## src/rtl/fetch_pkg.sv

```systemverilog
// Shared constants for the fetch/sequencing stage: widths, opcodes, field slices,
// FSM state encoding and program-counter update selects.
package fetch_pkg;

  localparam int DATA_WIDTH    = 8;
  localparam int ADDRESS_WIDTH = 5;
  localparam int OPCODE_WIDTH  = 3;

  localparam logic [ADDRESS_WIDTH-1:0] RESET_PC = '0;

  localparam int OPC_MSB  = DATA_WIDTH - 1;
  localparam int OPC_LSB  = DATA_WIDTH - OPCODE_WIDTH;
  localparam int OPND_MSB = ADDRESS_WIDTH - 1;
  localparam int OPND_LSB = 0;

  localparam logic [OPCODE_WIDTH-1:0] OP_HLT = 3'b000;
  localparam logic [OPCODE_WIDTH-1:0] OP_SKZ = 3'b001;
  localparam logic [OPCODE_WIDTH-1:0] OP_ADD = 3'b010;
  localparam logic [OPCODE_WIDTH-1:0] OP_AND = 3'b011;
  localparam logic [OPCODE_WIDTH-1:0] OP_XOR = 3'b100;
  localparam logic [OPCODE_WIDTH-1:0] OP_LDA = 3'b101;
  localparam logic [OPCODE_WIDTH-1:0] OP_STO = 3'b110;
  localparam logic [OPCODE_WIDTH-1:0] OP_JMP = 3'b111;

  typedef enum logic [2:0] {
    S_ADDR,
    S_LATCH,
    S_DECODE,
    S_DISPATCH,
    S_HALT
  } state_t;

  typedef enum logic [1:0] {
    PC_HOLD,
    PC_INC1,
    PC_INC2,
    PC_LOAD
  } pc_sel_t;

endpackage

```

## src/rtl/fetch_sequencer_program_counter.sv

```systemverilog
// Program counter: synchronous reset, hold / +1 / +2 / load update; the
// fixed register width gives modulo-2^ADDRESS_WIDTH wrap for free.
module program_counter
  import fetch_pkg::*;
#(
  parameter logic [ADDRESS_WIDTH-1:0] RESET_VALUE = RESET_PC
) (
  input  logic                     clk,
  input  logic                     rst,
  input  pc_sel_t                  sel,
  input  logic [ADDRESS_WIDTH-1:0] load_value,
  output logic [ADDRESS_WIDTH-1:0] pc
);

  logic [ADDRESS_WIDTH-1:0] pc_nxt;

  always_comb begin
    pc_nxt = pc;
    case (sel)
      PC_INC1: pc_nxt = pc + ADDRESS_WIDTH'(1);
      PC_INC2: pc_nxt = pc + ADDRESS_WIDTH'(2);
      PC_LOAD: pc_nxt = load_value;
      default: pc_nxt = pc;
    endcase
  end

  always_ff @(posedge clk) begin
    if (rst) pc <= RESET_VALUE;
    else     pc <= pc_nxt;
  end

endmodule

```

## src/rtl/fetch_sequencer.sv

```systemverilog
// Fetch/sequencing stage: fetches from instruction memory, resolves HLT/SKZ/JMP
// locally and hands everything else to execute over a valid/ready handshake.
//
// state      | meaning
// S_ADDR     | pc presented on im_address; memory samples it this cycle
// S_LATCH    | instruction returned; captured into ir
// S_DECODE   | resolve HLT/SKZ/JMP or load the dispatch payload
// S_DISPATCH | ex_valid held until ex_ready; accept advances pc by 1
// S_HALT     | terminal until rst
module fetch_sequencer
  import fetch_pkg::*;
(
  input  logic                     clk,
  input  logic                     rst,
  output logic [ADDRESS_WIDTH-1:0] im_address,
  output logic                     im_halt,
  input  logic [DATA_WIDTH-1:0]    im_instruction,
  input  logic                     zero_i,
  output logic                     ex_valid,
  input  logic                     ex_ready,
  output logic [OPCODE_WIDTH-1:0]  ex_opcode,
  output logic [ADDRESS_WIDTH-1:0] ex_operand,
  output logic [ADDRESS_WIDTH-1:0] pc,
  output logic                     halted
);

  state_t                   state, state_nxt;
  logic [DATA_WIDTH-1:0]    ir;
  logic [OPCODE_WIDTH-1:0]  ir_opcode;
  logic [ADDRESS_WIDTH-1:0] ir_operand;
  pc_sel_t                  pc_sel;
  logic                     ir_load;
  logic                     dispatch_set;
  logic                     dispatch_clr;
  logic                     halt_set;

  assign ir_opcode  = ir[OPC_MSB:OPC_LSB];
  assign ir_operand = ir[OPND_MSB:OPND_LSB];
  assign im_address = pc;

  program_counter #(
    .RESET_VALUE(RESET_PC)
  ) u_pc (
    .clk       (clk),
    .rst       (rst),
    .sel       (pc_sel),
    .load_value(ir_operand),
    .pc        (pc)
  );

  always_comb begin
    state_nxt    = state;
    pc_sel       = PC_HOLD;
    ir_load      = 1'b0;
    dispatch_set = 1'b0;
    dispatch_clr = 1'b0;
    halt_set     = 1'b0;
    case (state)
      S_ADDR:  state_nxt = S_LATCH;
      S_LATCH: begin
        ir_load   = 1'b1;
        state_nxt = S_DECODE;
      end
      S_DECODE: begin
        case (ir_opcode)
          OP_HLT: begin
            halt_set  = 1'b1;
            state_nxt = S_HALT;
          end
          OP_SKZ: begin
            pc_sel    = zero_i ? PC_INC2 : PC_INC1;
            state_nxt = S_ADDR;
          end
          OP_JMP: begin
            pc_sel    = PC_LOAD;
            state_nxt = S_ADDR;
          end
          default: begin
            dispatch_set = 1'b1;
            state_nxt    = S_DISPATCH;
          end
        endcase
      end
      S_DISPATCH: begin
        // ex_ready only steers pc/state; ex_valid itself stays registered
        if (ex_valid && ex_ready) begin
          dispatch_clr = 1'b1;
          pc_sel       = PC_INC1;
          state_nxt    = S_ADDR;
        end
      end
      S_HALT:  state_nxt = S_HALT;
      default: state_nxt = S_ADDR;
    endcase
  end

  always_ff @(posedge clk) begin
    if (rst) begin
      state      <= S_ADDR;
      ir         <= '0;
      ex_valid   <= 1'b0;
      ex_opcode  <= '0;
      ex_operand <= '0;
      im_halt    <= 1'b0;
      halted     <= 1'b0;
    end else begin
      state <= state_nxt;
      if (ir_load) ir <= im_instruction;
      if (dispatch_set) begin
        ex_valid   <= 1'b1;
        ex_opcode  <= ir_opcode;
        ex_operand <= ir_operand;
      end else if (dispatch_clr) begin
        ex_valid <= 1'b0;
      end
      if (halt_set) begin
        halted  <= 1'b1;
        im_halt <= 1'b1;
      end
    end
  end

endmodule
```

## config.mk

```make
export PLATFORM = sky130hd
export DESIGN_NAME = fetch_sequencer
export DESIGN_NICKNAME = d
export VERILOG_FILES = /design/src/rtl/fetch_pkg.sv /design/src/rtl/fetch_sequencer_program_counter.sv /design/src/rtl/fetch_sequencer.sv
export SDC_FILE = /design/constraint.sdc
export NUM_CORES = 1
export LEC_CHECK = 0
export CAP_MARGIN = 40
export CORE_MARGIN = 2
export CORE_UTILIZATION = 52
export CTS_CLUSTER_DIAMETER = 60
export DETAILED_ROUTE_END_ITERATION = 7
export GPL_TIMING_DRIVEN = 1
export PLACE_DENSITY = 0.92
export SETUP_SLACK_MARGIN = 0.05
export SLEW_MARGIN = 40
export SYNTH_ARGS = -nofsm -noshare
export SYNTH_HDL_FRONTEND = slang
export SYNTH_SLANG_ARGS = --single-unit
```

## constraint.sdc

```tcl
create_clock -name clk -period 3.4 [get_ports clk]
set_clock_uncertainty 0.2 [all_clocks]
set_input_delay 0.85 -clock clk [delete_from_list [all_inputs] [get_ports clk]]
set_output_delay 0.85 -clock clk [all_outputs]
set_load 0.005 [all_outputs]
```

Yosys cells after proc, flatten, opt, wreduce, memory -nomap -nowiden

Cells that the tools add are included.

Bits in registers: 26
Output and inout bits: 21
Logic and storage cells: 43

Add/subtract/negate cells: 2
Eq/ne operators: 10
Muxes and demuxes: 17
Reductions and logical operators: 7

Operators by type and width:

| cell                                                             | number |
|---|---|
| 3-bit one-hot mux with 5 select lines                            | 1 |
| 5-bit one-hot mux with 3 select lines                            | 1 |
| 1-bit two-way mux                                                | 10 |
| 2-bit one-hot mux with 2 select lines                            | 2 |
| 3-bit by 1-bit == test with 1-bit output (second input constant) | 2 |
| 3-bit by 2-bit == test with 1-bit output (second input constant) | 2 |
| 3-bit == test (second input constant)                            | 2 |
| 3-bit zero test                                                  | 2 |
| 3-bit one-hot mux with 2 select lines                            | 1 |
| 5-bit by 1-bit adder with 5-bit output (second input constant)   | 1 |
| 5-bit by 2-bit adder with 5-bit output (second input constant)   | 1 |
| 2-bit == test (second input constant)                            | 2 |
| 3-bit two-way mux                                                | 1 |
| 3-bit nonzero test                                               | 1 |
| 3-bit OR reduction                                               | 1 |
| 2-bit by 1-bit == test with 1-bit output (second input constant) | 1 |
| 2-bit two-way mux                                                | 1 |
| 2-bit inequality test (second input constant)                    | 1 |
| 2-bit nonzero test                                               | 1 |
| 2-bit OR reduction                                               | 1 |
| 1-bit logical AND                                                | 1 |

Depth between registers and ports, before layout

Gate-level depths: netlist (run 1).

Word-level depth: 5
Mapped depth: 7
Mapped depth without buffers: 6

Cells and area by module

A second synthesis (run 1) with hierarchy kept.

Cells, all modules: 155
Area, all modules: 1,390.1 µm²

By module, submodules not included:

| module          | instances | cells an instance | area an instance (µm²) | seq. area each (µm²) |
|---|---|---|---|---|
| fetch_sequencer | 1         | 111               | 1,026.0                | 420.4 |
| program_counter | 1         | 44                | 364.1                  | 100.1 |

Worst setup path before layout (run 1)

OpenSTA, ideal clock, no wires.

Kind: input to register
Start: input port ex_ready
End: register u_pc.pc[3]
Setup time: 0.103 ns
Arrival time: 1.762 ns
Required time: 3.097 ns
Setup slack: 1.335 ns
Stages on the path: 6
Buffers on the path: 1
Cell sequence: nand3_1 > nor2_2 > a21o_1 > buf_6 > nor4_2 > a2111oi_2

Word-level cells in the longest chain between the ends: 5

Ends and longest elaborated chain:

| element                                                                            | line                                  | text |
|---|---|---|
| from (decl)                                                                        | fetch_sequencer.sv:20                 | `input logic ex_ready,` |
| 1-bit logical AND (*)                                                              | fetch_sequencer.sv:86                 | `if (ex_valid && ex_ready) begin` |
| 1-bit two-way mux (*)                                                              | fetch_sequencer.sv:86                 |  |
| 2-bit one-hot mux with 2 select lines (*)                                          | fetch_sequencer.sv:58                 | `case (state)` |
| 2-bit == test / 2-bit by 1-bit == test with 1-bit output (equally long branches)   | fetch_sequencer_program_counter.sv:19 | `case (sel)` |
| 5-bit one-hot mux with 3 select lines / 3-bit nonzero test (equally long branches) | -                                     |  |
| to (signal assigned)                                                               | fetch_sequencer_program_counter.sv:29 | `else pc <= pc_nxt;` |
| to (decl)                                                                          | fetch_sequencer_program_counter.sv:12 | `output logic [ADDRESS_WIDTH-1:0] pc` |

Every way passes the cells marked *; elsewhere a longest branch is shown, timed or not.
A chain may end at the register's enable or synchronous reset.

Worst setup path after layout (run 1)

Start: input port ex_ready
End: register u_pc.pc[0]

The elaborated chain is that of the path after synthesis.

==> metrics.txt, run 1 <==
# TYPE chip_impl_metric gauge
chip_impl_metric{name="worst_skew_pair.late_latency",unit="ps"} 320
chip_impl_metric{name="pin_count",unit=""} 33
chip_impl_metric{name="cellInternalPower",unit="uW"} 461
chip_impl_metric{name="postCtsHoldBufs",unit=""} 0
chip_impl_metric{name="synth_cell_types",unit=""} 36
chip_impl_metric{name="postSynthNetCount",unit=""} 162
chip_impl_info{name="synthFlopType",value="sky130_fd_sc_hd__dfxtp_1"} 1
chip_impl_metric{name="timing.fmax",unit="MHz"} 390
chip_impl_metric{name="setup_slack",unit="ps"} 839
chip_impl_metric{name="fp-row-count",unit=""} 18
chip_impl_metric{name="numCtsBuffers",unit=""} 3
chip_impl_metric{name="cts_post_setup_buffers_inserted",unit=""} 0
chip_impl_metric{name="dr.first_iter.drc_count",unit=""} 35
chip_impl_info{name="crit_path_start_kind",value="input pin"} 1
chip_impl_info{name="path_class",value="input pin to flip-flop"} 1
chip_impl_metric{name="number_of_global_route_vias_before_repair",unit=""} 1056
chip_impl_info{name="min_path_type",value="flip-flop to flip-flop"} 1
chip_impl_metric{name="detail_route.wl_per_cell",unit="um"} 14.9
chip_impl_metric{name="placement.setup.worst_slack",unit="ps"} 612
chip_impl_metric{name="grt_start_max_net_pins",unit=""} 17
chip_impl_metric{name="timing_worst_slew_pin_value",unit="ps"} 654
chip_impl_metric{name="synth_area",unit="mm2"} 0.00134
chip_impl_metric{name="drt_drc_violations_left",unit=""} 0
chip_impl_info{name="yosys.area.top_type",value="sky130_fd_sc_hd__dfxtp_1"} 1
chip_impl_info{name="tritoncts",value="built"} 1
chip_impl_metric{name="hpwl_reported_at_the_end_of_detailed_placement",unit="mm"} 2.15
chip_impl_metric{name="number_of_diodes_added_for_antenna_fixing",unit=""} 0
chip_impl_metric{name="synth_sequential_area_ratio",unit="%"} 38.9
chip_impl_metric{name="final_layout_size_suffix_gt1_share",unit="%"} 9.77
chip_impl_metric{name="p_comb_share",unit="%"} 20.9
chip_impl_metric{name="area_growth_syn_to_layout",unit="%"} 24.4
chip_impl_metric{name="number_of_flops_mapped_to_enable_cells_by_yosys",unit=""} 0
chip_impl_metric{name="drt.antenna.violating_nets",unit=""} 0
chip_impl_metric{name="n_fill_cell",unit=""} 181
chip_impl_metric{name="slew_headroom",unit="%"} 56.3
chip_impl_metric{name="syn-instance-count",unit=""} 148
chip_impl_metric{name="p_sw_share",unit="%"} 29.3
chip_impl_metric{name="cp.arrival",unit="ps"} 2560
chip_impl_metric{name="power_per_cell_area",unit="mW/mm2"} 392
chip_impl_metric{name="clkSinkCount",unit=""} 26
chip_impl_metric{name="floorplan.core_area",unit="mm2"} 0.00245
chip_impl_metric{name="drt_first_pass_iters",unit=""} 4
chip_impl_metric{name="grt_pass1_wl",unit="mm"} 4.81
chip_impl_metric{name="io_buffer_count",unit=""} 32
chip_impl_metric{name="slew_viol_final",unit=""} 0
chip_impl_metric{name="clock_power_share",unit="%"} 24.1
chip_impl_metric{name="synth.yosys.warnings",unit=""} 0
chip_impl_metric{name="global_route.usage.total",unit="%"} 22.2
chip_impl_info{name="setup.worst_path.end_class",value="flip-flop"} 1
chip_impl_metric{name="grt_antenna_before_repair",unit=""} 0
chip_impl_metric{name="synth-seq-cells",unit=""} 26
chip_impl_metric{name="grt-ovfl-total",unit=""} 0
chip_impl_info{name="grt_setup_unrepaired",value="false"} 1
chip_impl_metric{name="via_cell_ratio",unit=""} 5.69
chip_impl_metric{name="crit_path_max_fanout",unit=""} 9
chip_impl_metric{name="fin_nets",unit=""} 189
chip_impl_metric{name="period_needed",unit="ps"} 2560
chip_impl_metric{name="start_util",unit="%"} 54.5
chip_impl_metric{name="power.switching",unit="uW"} 191
chip_impl_metric{name="synth.avg_cell_area",unit="um2"} 9.04
chip_impl_metric{name="gpl.final_weighted_congestion",unit=""} 0.843
chip_impl_metric{name="htree_num_levels",unit=""} 1
chip_impl_metric{name="worstPathRequired",unit="ps"} 3400
chip_impl_info{name="status",value="finished, final reports clean"} 1
chip_impl_metric{name="vdd_drop_max",unit="mV"} 0.377
chip_impl_metric{name="postCtsResizedCells",unit=""} 0
chip_impl_metric{name="die_height",unit="um"} 54.7
chip_impl_metric{name="max-cap-violations",unit=""} 0
chip_impl_metric{name="cellLeakagePower",unit="uW"} 0.000612
chip_impl_metric{name="number_of_buffers_on_the_longest_clock_path",unit=""} 2
chip_impl_metric{name="seqPwrFrac",unit="%"} 55.0
chip_impl_metric{name="die_ar",unit="mm2"} 0.00299
chip_impl_metric{name="timing.final.crit_share",unit="%"} 75.3
chip_impl_metric{name="synth_async_sr_flop_share",unit="%"} 0
chip_impl_metric{name="setup_viol",unit=""} 0
chip_impl_metric{name="p_total",unit="uW"} 652
chip_impl_metric{name="clk_transition_reported_paths",unit="ps"} 150
chip_impl_metric{name="die_x",unit="um"} 54.7
chip_impl_info{name="synth.top_cells.by_area",value="sky130_fd_sc_hd__dfxtp_1, sky130_fd_sc_hd__mux2i_1, sky130_fd_sc_hd__a21oi_1"} 1
chip_impl_metric{name="setup-tns-final",unit="ps"} 0
chip_impl_metric{name="hold-worst-slack",unit="ps"} 317
chip_impl_metric{name="hold_violation_total_from_the_final_report",unit=""} 0
chip_impl_metric{name="synth.top_cell.area_share",unit="%"} 38.9
chip_impl_info{name="cts_root_buffer",value="sky130_fd_sc_hd__clkbuf_4"} 1
chip_impl_metric{name="wirelength",unit="mm"} 3.04
chip_impl_metric{name="routed-via-count",unit=""} 1160
-- worst max-delay path, cell delays in order --
cell,delay (ps)
sky130_fd_sc_hd__clkdlybuf4s50_1,500
sky130_fd_sc_hd__nand3_1,140
sky130_fd_sc_hd__nor2_2,310
sky130_fd_sc_hd__a21o_1,350
sky130_fd_sc_hd__mux2i_1,290
sky130_fd_sc_hd__a21oi_1,110
-- registers in the layout, summed over array words and instances, names as in the netlist --
name,flops
state,3
u_pc.pc,5
halted,1
ex_opcode,3
ir,8
ex_operand,5
ex_valid,1
-- worst paths after layout --
check	startpoint	slack (ps)	to	depth (start not counted)
setup reg to reg	state[1]	1210	ex_operand[3]	4
hold reg to reg	ex_opcode[0]	320	ex_opcode[0]	2
hold / removal	ex_opcode[0]	320	ex_opcode[0]	2
setup / recovery	ex_ready	840	u_pc.pc[0]	6
-- layout make-up --
type,count,area (um2),share of cell area [%]
Tap cell,30,37.5,2.26
Sequential cell,26,520,31.3
Inverter,2,7.51,0.451
Multi-Input combinational cell,109,734,44.1
Timing Repair Buffer,33,328,19.7
Clock buffer,4,36.3,2.18
-- cell usage in the layout, fill, tap and decap left out --
cell type and instances:
sky130_fd_sc_hd__clkdlybuf4s50_1 32, sky130_fd_sc_hd__dfxtp_1 26, sky130_fd_sc_hd__nor2_1 21, sky130_fd_sc_hd__a21oi_1 16
sky130_fd_sc_hd__mux2i_1 14, sky130_fd_sc_hd__nand2_1 8, sky130_fd_sc_hd__o21ai_0 6, sky130_fd_sc_hd__nor3_1 6
sky130_fd_sc_hd__nand3_1 5, sky130_fd_sc_hd__xor2_1 5, sky130_fd_sc_hd__a211oi_1 4, sky130_fd_sc_hd__clkbuf_4 3
sky130_fd_sc_hd__nand2b_1 2, sky130_fd_sc_hd__nor2_2 2, sky130_fd_sc_hd__ha_1 2, sky130_fd_sc_hd__or2_4 1
sky130_fd_sc_hd__nor3b_4 1, sky130_fd_sc_hd__nand3_2 1, sky130_fd_sc_hd__o21bai_1 1, sky130_fd_sc_hd__inv_2 1
sky130_fd_sc_hd__or3b_1 1, sky130_fd_sc_hd__o22ai_1 1, sky130_fd_sc_hd__nand4bb_2 1, sky130_fd_sc_hd__a21oi_4 1
sky130_fd_sc_hd__nand2_2 1, sky130_fd_sc_hd__xnor2_1 1, sky130_fd_sc_hd__o31ai_4 1, sky130_fd_sc_hd__a21o_1 1
sky130_fd_sc_hd__nor4_2 1, sky130_fd_sc_hd__a2111oi_2 1, sky130_fd_sc_hd__a221o_1 1, sky130_fd_sc_hd__o21a_1 1
sky130_fd_sc_hd__o32ai_1 1, sky130_fd_sc_hd__inv_1 1, sky130_fd_sc_hd__nor2b_1 1, sky130_fd_sc_hd__clkbuf_8 1
sky130_fd_sc_hd__buf_4 1
-- kinds of logic (layout without fill, tap and decap cells) --
logic type	Yosys count	in the layout	share of synthesized area [%]
multiplexers	14	14	10.5
XOR/XNOR	6	6	3.93
buffers and inverters	13	39	6.17
AND/OR/NAND/NOR	52	52	20.7
adder cells (fa/ha/maj)	2	2	1.87
AO/OA/AOI/OAI	35	35	18.0
flip-flops	26	26	38.9
-- stage by stage --
step / utilization (%) / area [um2] / cells
detailed placement: 66.3 / 1630 / 200
CTS: 67.8 / 1660 / 204
floorplan: - / 1340 / 148
global route: 67.8 / 1660 / 204
finish: 67.8 / 1660 / 204
global placement: 66.3 / 1630 / 200
-- cells in the mapped netlist (all sizes together) (2+ instances only) --
master	count
inv	2
nor2	23
a211oi	4
nand2	9
xor2	5
nor3	6
nand3	6
mux2i	14
nand2b	2
dfxtp	26
clkbuf	3
buf	8
ha	2
o21ai	6
a21oi	17
-- power by group through the flow --
stage	combinational [uW]	clock, uW	sequential, uW
after floorplan	101	0	353
after global placement	129	0	361
after detailed placement	135	0	363
after CTS	136	156	357
after global routing	148	170	361
final	137	157	358
-- layer usage --
metal / wire length (um) / GRT usage, % / up-vias / share of wire (%)
li1: - / - / 572 / -
met1: 1300 / 29.0 / 536 / 43
met2: 1550 / 37.1 / 47 / 51
met3: 166 / 3.55 / 5 / 5.5
met4: 21 / 6.67 / 0 / 0.69
met5: 0 / 0 / - / 0
(Power assumes the default switching activity.)
==> inputs of run 2 (changes only) <==
Settings changed: CORE_UTILIZATION 52 to 44, PLACE_DENSITY 0.92 to 0.83.
Clock period 3.4 ns to 2.1 ns, I/O delays scaled along.
==> run 2 against run 1 <==
Effect of this change: wire length up 0.92%; die area rose by 17%; sequential share of layout area fell by 2.0 points; total power up 80%; clock-buffer cell count down 1; flip-flop and latch count is the same; sequential power up 61%; critical path depth unchanged; first-iteration DRC count increased by 23%; worst hold slack lost 11 ps; critical path type unchanged; highest routed layer unchanged.
==> metrics.txt, run 2 (synthesis results as in run 1) <==
# TYPE chip_impl_metric gauge
chip_impl_metric{name="clock_power_share",unit="%"} 30.1
chip_impl_info{name="crit_chain",value="clkdlybuf4s50_1 -> nand4bb_2 -> a21oi_4 -> buf_4 -> nor3_1 -> a2111oi_2"} 1
chip_impl_metric{name="n_fill_cell",unit=""} 252
chip_impl_info{name="status",value="finished, final reports clean"} 1
chip_impl_metric{name="final_layout_size_suffix_gt1_share",unit="%"} 22.8
chip_impl_info{name="final_cell_mix",value="sky130_fd_sc_hd__clkdlybuf4s50_1, sky130_fd_sc_hd__nor2_1, sky130_fd_sc_hd__dfxtp_1"} 1
chip_impl_info{name="layout_commonest_cell",value="sky130_fd_sc_hd__clkdlybuf4s50_1"} 1
chip_impl_metric{name="max-cap-violations",unit=""} 0
chip_impl_metric{name="critical_path.max_stage_delay",unit="ps"} 560
chip_impl_metric{name="grt-ovfl-total",unit=""} 0
chip_impl_metric{name="cellInternalPower",unit="uW"} 853
chip_impl_info{name="timing.hold.worst_endpoint",value="u_pc.pc[0]"} 1
chip_impl_metric{name="pin_count",unit=""} 33
chip_impl_metric{name="drt_drc_violations_left",unit=""} 0
chip_impl_metric{name="number_of_global_route_vias_before_repair",unit=""} 1185
chip_impl_metric{name="number_of_buffers_on_the_longest_clock_path",unit=""} 2
chip_impl_metric{name="crit_path_max_fanout",unit=""} 8
chip_impl_metric{name="postLayoutCoreUtil",unit="%"} 61.1
chip_impl_metric{name="wirelength",unit="mm"} 3.06
chip_impl_info{name="min_path_type",value="flip-flop to flip-flop"} 1
chip_impl_metric{name="timing.reg2reg.setup_slack",unit="ps"} 150
chip_impl_metric{name="power_per_cell_area",unit="mW/mm2"} 646
chip_impl_metric{name="grt_antenna_before_repair",unit=""} 0
chip_impl_metric{name="drt.antenna.violating_nets",unit=""} 0
chip_impl_info{name="crit_path_start_kind",value="input pin"} 1
chip_impl_info{name="biggest_regs",value="ir (8), ex_operand (5), u_pc.pc (5)"} 1
chip_impl_info{name="cts_root_buffer",value="sky130_fd_sc_hd__clkbuf_4"} 1
chip_impl_metric{name="grt_start_max_net_pins",unit=""} 16
chip_impl_metric{name="worstPathRequired",unit="ps"} 2140
chip_impl_metric{name="timing.final.crit_share",unit="%"} 95.0
chip_impl_metric{name="timing_worst_slew_pin_value",unit="ps"} 425
chip_impl_metric{name="dr.first_iter.drc_count",unit=""} 43
chip_impl_metric{name="hpwl_reported_at_the_end_of_detailed_placement",unit="mm"} 2.34
chip_impl_metric{name="cp.arrival",unit="ps"} 2040
chip_impl_metric{name="start_util",unit="%"} 44.9
chip_impl_metric{name="die_height",unit="um"} 59.1
chip_impl_info{name="worst_r2r_startpoint",value="ir[6]"} 1
chip_impl_metric{name="power.switching",unit="uW"} 322
chip_impl_metric{name="largest_reg_flops",unit=""} 8
chip_impl_metric{name="detail_route.wl_per_cell",unit="um"} 13.8
chip_impl_metric{name="clk_transition_reported_paths",unit="ps"} 150
chip_impl_metric{name="slew_viol_final",unit=""} 0
chip_impl_metric{name="floorplan.core_area",unit="mm2"} 0.00298
chip_impl_info{name="setup.worst_path.end_class",value="flip-flop"} 1
chip_impl_info{name="largest_register",value="ir"} 1
chip_impl_info{name="path_class",value="input pin to flip-flop"} 1
chip_impl_info{name="worst_hold_startpoint",value="ir[0]"} 1
chip_impl_info{name="cp_slowest_cell",value="sky130_fd_sc_hd__clkdlybuf4s50_1"} 1
chip_impl_metric{name="gpl.final_weighted_congestion",unit=""} 0.822
chip_impl_metric{name="clkSinkCount",unit=""} 26
chip_impl_metric{name="slew_headroom",unit="%"} 71.6
chip_impl_metric{name="setup_viol",unit=""} 0
chip_impl_metric{name="area_growth_syn_to_layout",unit="%"} 36.0
chip_impl_metric{name="routed-via-count",unit=""} 1208
chip_impl_metric{name="grt_pass1_wl",unit="mm"} 5.25
chip_impl_metric{name="p_sw_share",unit="%"} 27.4
chip_impl_metric{name="die_ar",unit="mm2"} 0.00350
chip_impl_metric{name="numCtsBuffers",unit=""} 3
chip_impl_metric{name="number_of_diodes_added_for_antenna_fixing",unit=""} 0
chip_impl_metric{name="die_x",unit="um"} 59.1
chip_impl_metric{name="fin_nets",unit=""} 204
chip_impl_metric{name="p_comb_share",unit="%"} 20.9
chip_impl_metric{name="cellLeakagePower",unit="uW"} 0.000710
chip_impl_metric{name="period_needed",unit="ps"} 2000
chip_impl_metric{name="r2r.worst_path.cells",unit=""} 5
chip_impl_metric{name="timing.fmax",unit="MHz"} 501
chip_impl_metric{name="seqPwrFrac",unit="%"} 49.0
chip_impl_info{name="crit-reg2reg-capture",value="u_pc.pc[3]"} 1
chip_impl_metric{name="io_buffer_count",unit=""} 32
chip_impl_metric{name="global_route.usage.total",unit="%"} 19.8
chip_impl_metric{name="post-route-cell-area",unit="mm2"} 0.00182
chip_impl_metric{name="worst_skew_pair.late_latency",unit="ps"} 340
chip_impl_metric{name="dpl-instance-area",unit="mm2"} 0.00174
chip_impl_info{name="grt_setup_unrepaired",value="false"} 1
chip_impl_metric{name="via_cell_ratio",unit=""} 5.44
chip_impl_metric{name="htree_num_levels",unit=""} 1
chip_impl_info{name="tritoncts",value="built"} 1
chip_impl_metric{name="drt_first_pass_iters",unit=""} 5
chip_impl_metric{name="vdd_drop_max",unit="mV"} 0.559
chip_impl_metric{name="hold_violation_total_from_the_final_report",unit=""} 0
chip_impl_metric{name="fp-row-count",unit=""} 20
chip_impl_metric{name="worst_hold_path.num_cells",unit=""} 2
==> run 2: metrics by stage <==
step / std cells / worst slack (ps) / hold WS, ps / TNS (ps) / power, uW
final: 222 / 104 / 306 / 0 / 1180
after CTS: 221 / 73.9 / 304 / 0 / 1190
after floorplan: 148 / 316 / 259 / 0 / 735
after global placement: 217 / -222 / 278 / -938 / 817
after detailed placement: 217 / -316 / 290 / -1130 / 829
after global routing: 222 / 42.4 / 347 / 0 / 1240
==> run 2: worst max-delay path: cells and delay by family <==
| kind | cells | cell delay, ps |
|---|---|---|
| buffers and inverters | 2 | 720 |
| AO/OA/AOI/OAI | 2 | 560 |
| AND/OR/NAND/NOR | 2 | 230 |
==> run 2: worst max path at each step <==
stage	endpoint	depth (start not counted)	from	slack (ps)
CTS	pc[3]	1	u_pc.pc[3]	70
finish	u_pc.pc[3]	6	zero_i	100
global route	u_pc.pc[2]	6	zero_i	40
floorplan	u_pc.pc[3]	6	ir[6]	320
detailed placement	u_pc.pc[3]	7	ex_ready	-320
global placement	u_pc.pc[2]	6	zero_i	-220
==> run 2: per-layer routing <==
metal	part of all wire [%]	vias up	global-route usage, %	routed length, um
li1	-	604	-	-
met1	44	568	24.1	1350
met2	50	30	34.1	1520
met3	4.4	6	3.71	134
met4	1.7	0	8.12	52
met5	0	-	0	0
==> run 2: what timing repair did <==
action | CTS | global route
pin swaps | 0 | 1
setup buffers | 0 | 1
endpoints found under the setup margin | 9 | 17
resized for setup | 8 | 6
gates cloned | 0 | 0
hold buffers | 0 | 0
==> run 2: power by group through the flow <==
stage	Combinational [uW]	Clock [uW]	Sequential, uW
finish	246	354	576
global route	269	385	584
CTS	244	366	576
detailed placement	242	0	587
global placement	235	0	583
floorplan	164	0	571
==> run 2: cell type report <==
| type | count | area, um2 | area share, % |
|---|---|---|---|
| clock buffer | 3 | 22.5 | 1.24 |
| clock inverter | 1 | 30.0 | 1.65 |
| inverter | 2 | 7.51 | 0.413 |
| multi-input combinational | 109 | 748 | 41.1 |
| sequential | 26 | 532 | 29.2 |
| tap | 33 | 41.3 | 2.27 |
| timing repair buffer | 48 | 438 | 24.1 |
==> inputs of run 3 (changes only) <==
Clock period 2.1 ns to 1.75 ns, I/O delays scaled along.
==> run 3 against run 2 <==
Effect of this change: the run now ends with setup timing left; final area rose by 20%; non-clock buffer count rose by 29; die area did not move; clock power decreased by 11%; final cell count grew 13%.
==> metrics.txt, run 3 (synthesis results as in run 1) <==
# TYPE chip_impl_metric gauge
chip_impl_info{name="status",value="complete, but fails checks"} 1
chip_impl_info{name="failed_checks",value="setup timing"} 1
chip_impl_metric{name="via_cell_ratio",unit=""} 5.63
chip_impl_metric{name="number_of_buffers_on_the_longest_clock_path",unit=""} 2
chip_impl_metric{name="slew_headroom",unit="%"} 75.4
chip_impl_metric{name="clock_power_share",unit="%"} 21.2
chip_impl_info{name="path_class",value="flip-flop to flip-flop"} 1
chip_impl_metric{name="worst_skew_pair.late_latency",unit="ps"} 330
chip_impl_info{name="cts_root_buffer",value="sky130_fd_sc_hd__clkbuf_4"} 1
chip_impl_metric{name="p_sw_share",unit="%"} 31.3
chip_impl_metric{name="start_util",unit="%"} 44.9
chip_impl_info{name="crit_path_start_kind",value="flip-flop"} 1
chip_impl_metric{name="p_comb_share",unit="%"} 33.0
chip_impl_metric{name="dr.first_iter.drc_count",unit=""} 87
chip_impl_metric{name="grt_start_max_net_pins",unit=""} 15
chip_impl_metric{name="numCtsBuffers",unit=""} 3
chip_impl_metric{name="number_of_diodes_added_for_antenna_fixing",unit=""} 0
chip_impl_metric{name="power.switching",unit="uW"} 464
chip_impl_metric{name="worstPathRequired",unit="ps"} 1800
chip_impl_metric{name="detail_route.wl_per_cell",unit="um"} 18.6
chip_impl_metric{name="postLayoutCoreUtil",unit="%"} 73.2
chip_impl_metric{name="timing.fmax",unit="MHz"} 483
chip_impl_metric{name="drt.antenna.violating_nets",unit=""} 0
chip_impl_metric{name="io_buffer_count",unit=""} 32
chip_impl_metric{name="area_growth_syn_to_layout",unit="%"} 62.9
chip_impl_metric{name="max-cap-violations",unit=""} 0
chip_impl_metric{name="grt_pass1_wl",unit="mm"} 6.18
chip_impl_metric{name="die_ar",unit="mm2"} 0.00350
chip_impl_metric{name="grt-ovfl-total",unit=""} 0
chip_impl_info{name="grt_setup_unrepaired",value="true"} 1
chip_impl_metric{name="slew_viol_final",unit=""} 0
chip_impl_metric{name="timing_worst_slew_pin_value",unit="ps"} 368
chip_impl_info{name="tritoncts",value="built"} 1
chip_impl_info{name="setup.worst_path.end_class",value="flip-flop"} 1
chip_impl_metric{name="clk_transition_reported_paths",unit="ps"} 150
chip_impl_metric{name="cp.arrival",unit="ps"} 2120
chip_impl_info{name="final_cell_mix",value="sky130_fd_sc_hd__buf_4, sky130_fd_sc_hd__nor2_1, sky130_fd_sc_hd__dfxtp_2"} 1
chip_impl_metric{name="gpl.final_weighted_congestion",unit=""} 0.881
chip_impl_metric{name="drt_drc_violations_left",unit=""} 0
chip_impl_metric{name="postCtsHoldBufs",unit=""} 0
chip_impl_metric{name="timing.reg2reg.setup_slack",unit="ps"} -320
chip_impl_info{name="layout_commonest_cell",value="sky130_fd_sc_hd__buf_4"} 1
chip_impl_metric{name="fp-row-count",unit=""} 20
chip_impl_metric{name="grt_antenna_before_repair",unit=""} 0
chip_impl_metric{name="fin_nets",unit=""} 233
chip_impl_info{name="cpLargestDelayFamily",value="compound AO/OA/AOI/OAI gates"} 1
chip_impl_info{name="biggest_regs",value="ir (8), ex_operand (5), u_pc.pc (5)"} 1
chip_impl_metric{name="critical_path.max_stage_delay",unit="ps"} 380
chip_impl_metric{name="crit_path_max_fanout",unit=""} 7
chip_impl_metric{name="die_x",unit="um"} 59.1
chip_impl_metric{name="routed-via-count",unit=""} 1414
chip_impl_metric{name="path_buf_inv",unit=""} 2
chip_impl_info{name="cp_slowest_cell",value="sky130_fd_sc_hd__o31ai_4"} 1
chip_impl_info{name="largest_register",value="ir"} 1
chip_impl_info{name="crit_chain",value="or2_4 -> o31ai_4 -> a21o_1 -> buf_12 -> buf_6 -> nor2_2 -> a211oi_2"} 1
chip_impl_metric{name="floorplan.core_area",unit="mm2"} 0.00298
chip_impl_metric{name="placement.setup.worst_slack",unit="ps"} -605
chip_impl_metric{name="cellLeakagePower",unit="uW"} 0.000933
chip_impl_metric{name="setup_viol",unit=""} 11
chip_impl_metric{name="hpwl_reported_at_the_end_of_detailed_placement",unit="mm"} 2.78
chip_impl_metric{name="largest_reg_flops",unit=""} 8
chip_impl_metric{name="global_route.usage.total",unit="%"} 24.0
chip_impl_metric{name="setup_slack",unit="ps"} -319
chip_impl_info{name="min_path_type",value="flip-flop to flip-flop"} 1
chip_impl_metric{name="timing.final.crit_share",unit="%"} 118
chip_impl_metric{name="vdd_drop_max",unit="mV"} 0.499
chip_impl_metric{name="seqPwrFrac",unit="%"} 45.8
chip_impl_metric{name="drt_first_pass_iters",unit=""} 4
chip_impl_metric{name="hold_violation_total_from_the_final_report",unit=""} 0
chip_impl_metric{name="cellInternalPower",unit="uW"} 1020
chip_impl_metric{name="power_per_cell_area",unit="mW/mm2"} 680
chip_impl_metric{name="clkSinkCount",unit=""} 26
chip_impl_metric{name="die_height",unit="um"} 59.1
chip_impl_metric{name="wirelength",unit="mm"} 4.66
chip_impl_metric{name="htree_num_levels",unit=""} 1
chip_impl_metric{name="final_layout_size_suffix_gt1_share",unit="%"} 45.0
chip_impl_metric{name="number_of_global_route_vias_before_repair",unit=""} 1344
chip_impl_metric{name="period_needed",unit="ps"} 2070
chip_impl_metric{name="pin_count",unit=""} 33
==> run 3: cell count changes in the layout (fill, tap and decap cells not counted), sizes merged <==
cell           before  now
buf                16   45
clkdlybuf4s50      30   16
dlygate4sd2         2   10
clkdlybuf4s15       0    4
clkbuf              3    6
bufinv              1    0
==> run 3: power by group through the flow <==
stage                     sequential [uW]  clock (uW)  combinational, uW
after CTS                             675         317                403
final                                 678         314                489
after floorplan                       688           0                201
after global routing                  680         337                512
after global placement                683           0                364
after detailed placement              686           0                378
==> run 3: worst paths after layout <==
path	end	startpoint	depth (start not counted)
setup / recovery	u_pc.pc[1]	ir[7]	7
hold / removal	ex_opcode[0]	ex_opcode[0]	2
setup reg to reg	u_pc.pc[1]	ir[7]	7
hold reg to reg	ex_opcode[0]	ex_opcode[0]	2
==> run 3: per-stage QoR <==
step / hold slack, ps / area [um2] / TNS (ps) / std cells / power [uW]
after detailed placement: 291 / 1870 / -2790 / 231 / 1060
final: 310 / 2180 / -2270 / 251 / 1480
after global routing: 330 / 2180 / -2600 / 251 / 1530
after CTS: 318 / 2030 / -1420 / 244 / 1390
after global placement: 275 / 1870 / -2430 / 231 / 1050
after floorplan: 259 / 1350 / -56.1 / 148 / 889
==> run 3: per-layer routing <==
layer / part of all wire, % / routed length (um) / vias up / global-route usage [%]
met1: 42 / 1940 / 677 / 30.7
met3: 4.3 / 201 / 21 / 4.37
li1: - / - / 659 / -
met5: 0 / 0 / - / 0
met4: 3.1 / 146 / 0 / 15.9
met2: 51 / 2370 / 57 / 36.8
==> run 3: worst register-to-register path, delay by kind of cell (launching register included) <==
| kind | cells | cell delay [ps] |
|---|---|---|
| buf+inv | 2 | 270 |
| flops | 1 | 360 |
| simple gates | 2 | 300 |
| compound gates | 3 | 860 |
==> run 3: final cells by class <==
class	instances	area, um2
multi-input combinational	109	845
fill	209	800
tap	33	41.3
timing repair buffer	77	701
inverter	2	7.51
sequential	26	548
clock buffer	4	36.3
==> run 3: repair_timing <==
action                     4_1_cts  5_1_grt
setup buffers                   10        7
pin swaps                       11       10
resized for setup               47       27
setup endpoints to repair       27       26
gates cloned                     0        1
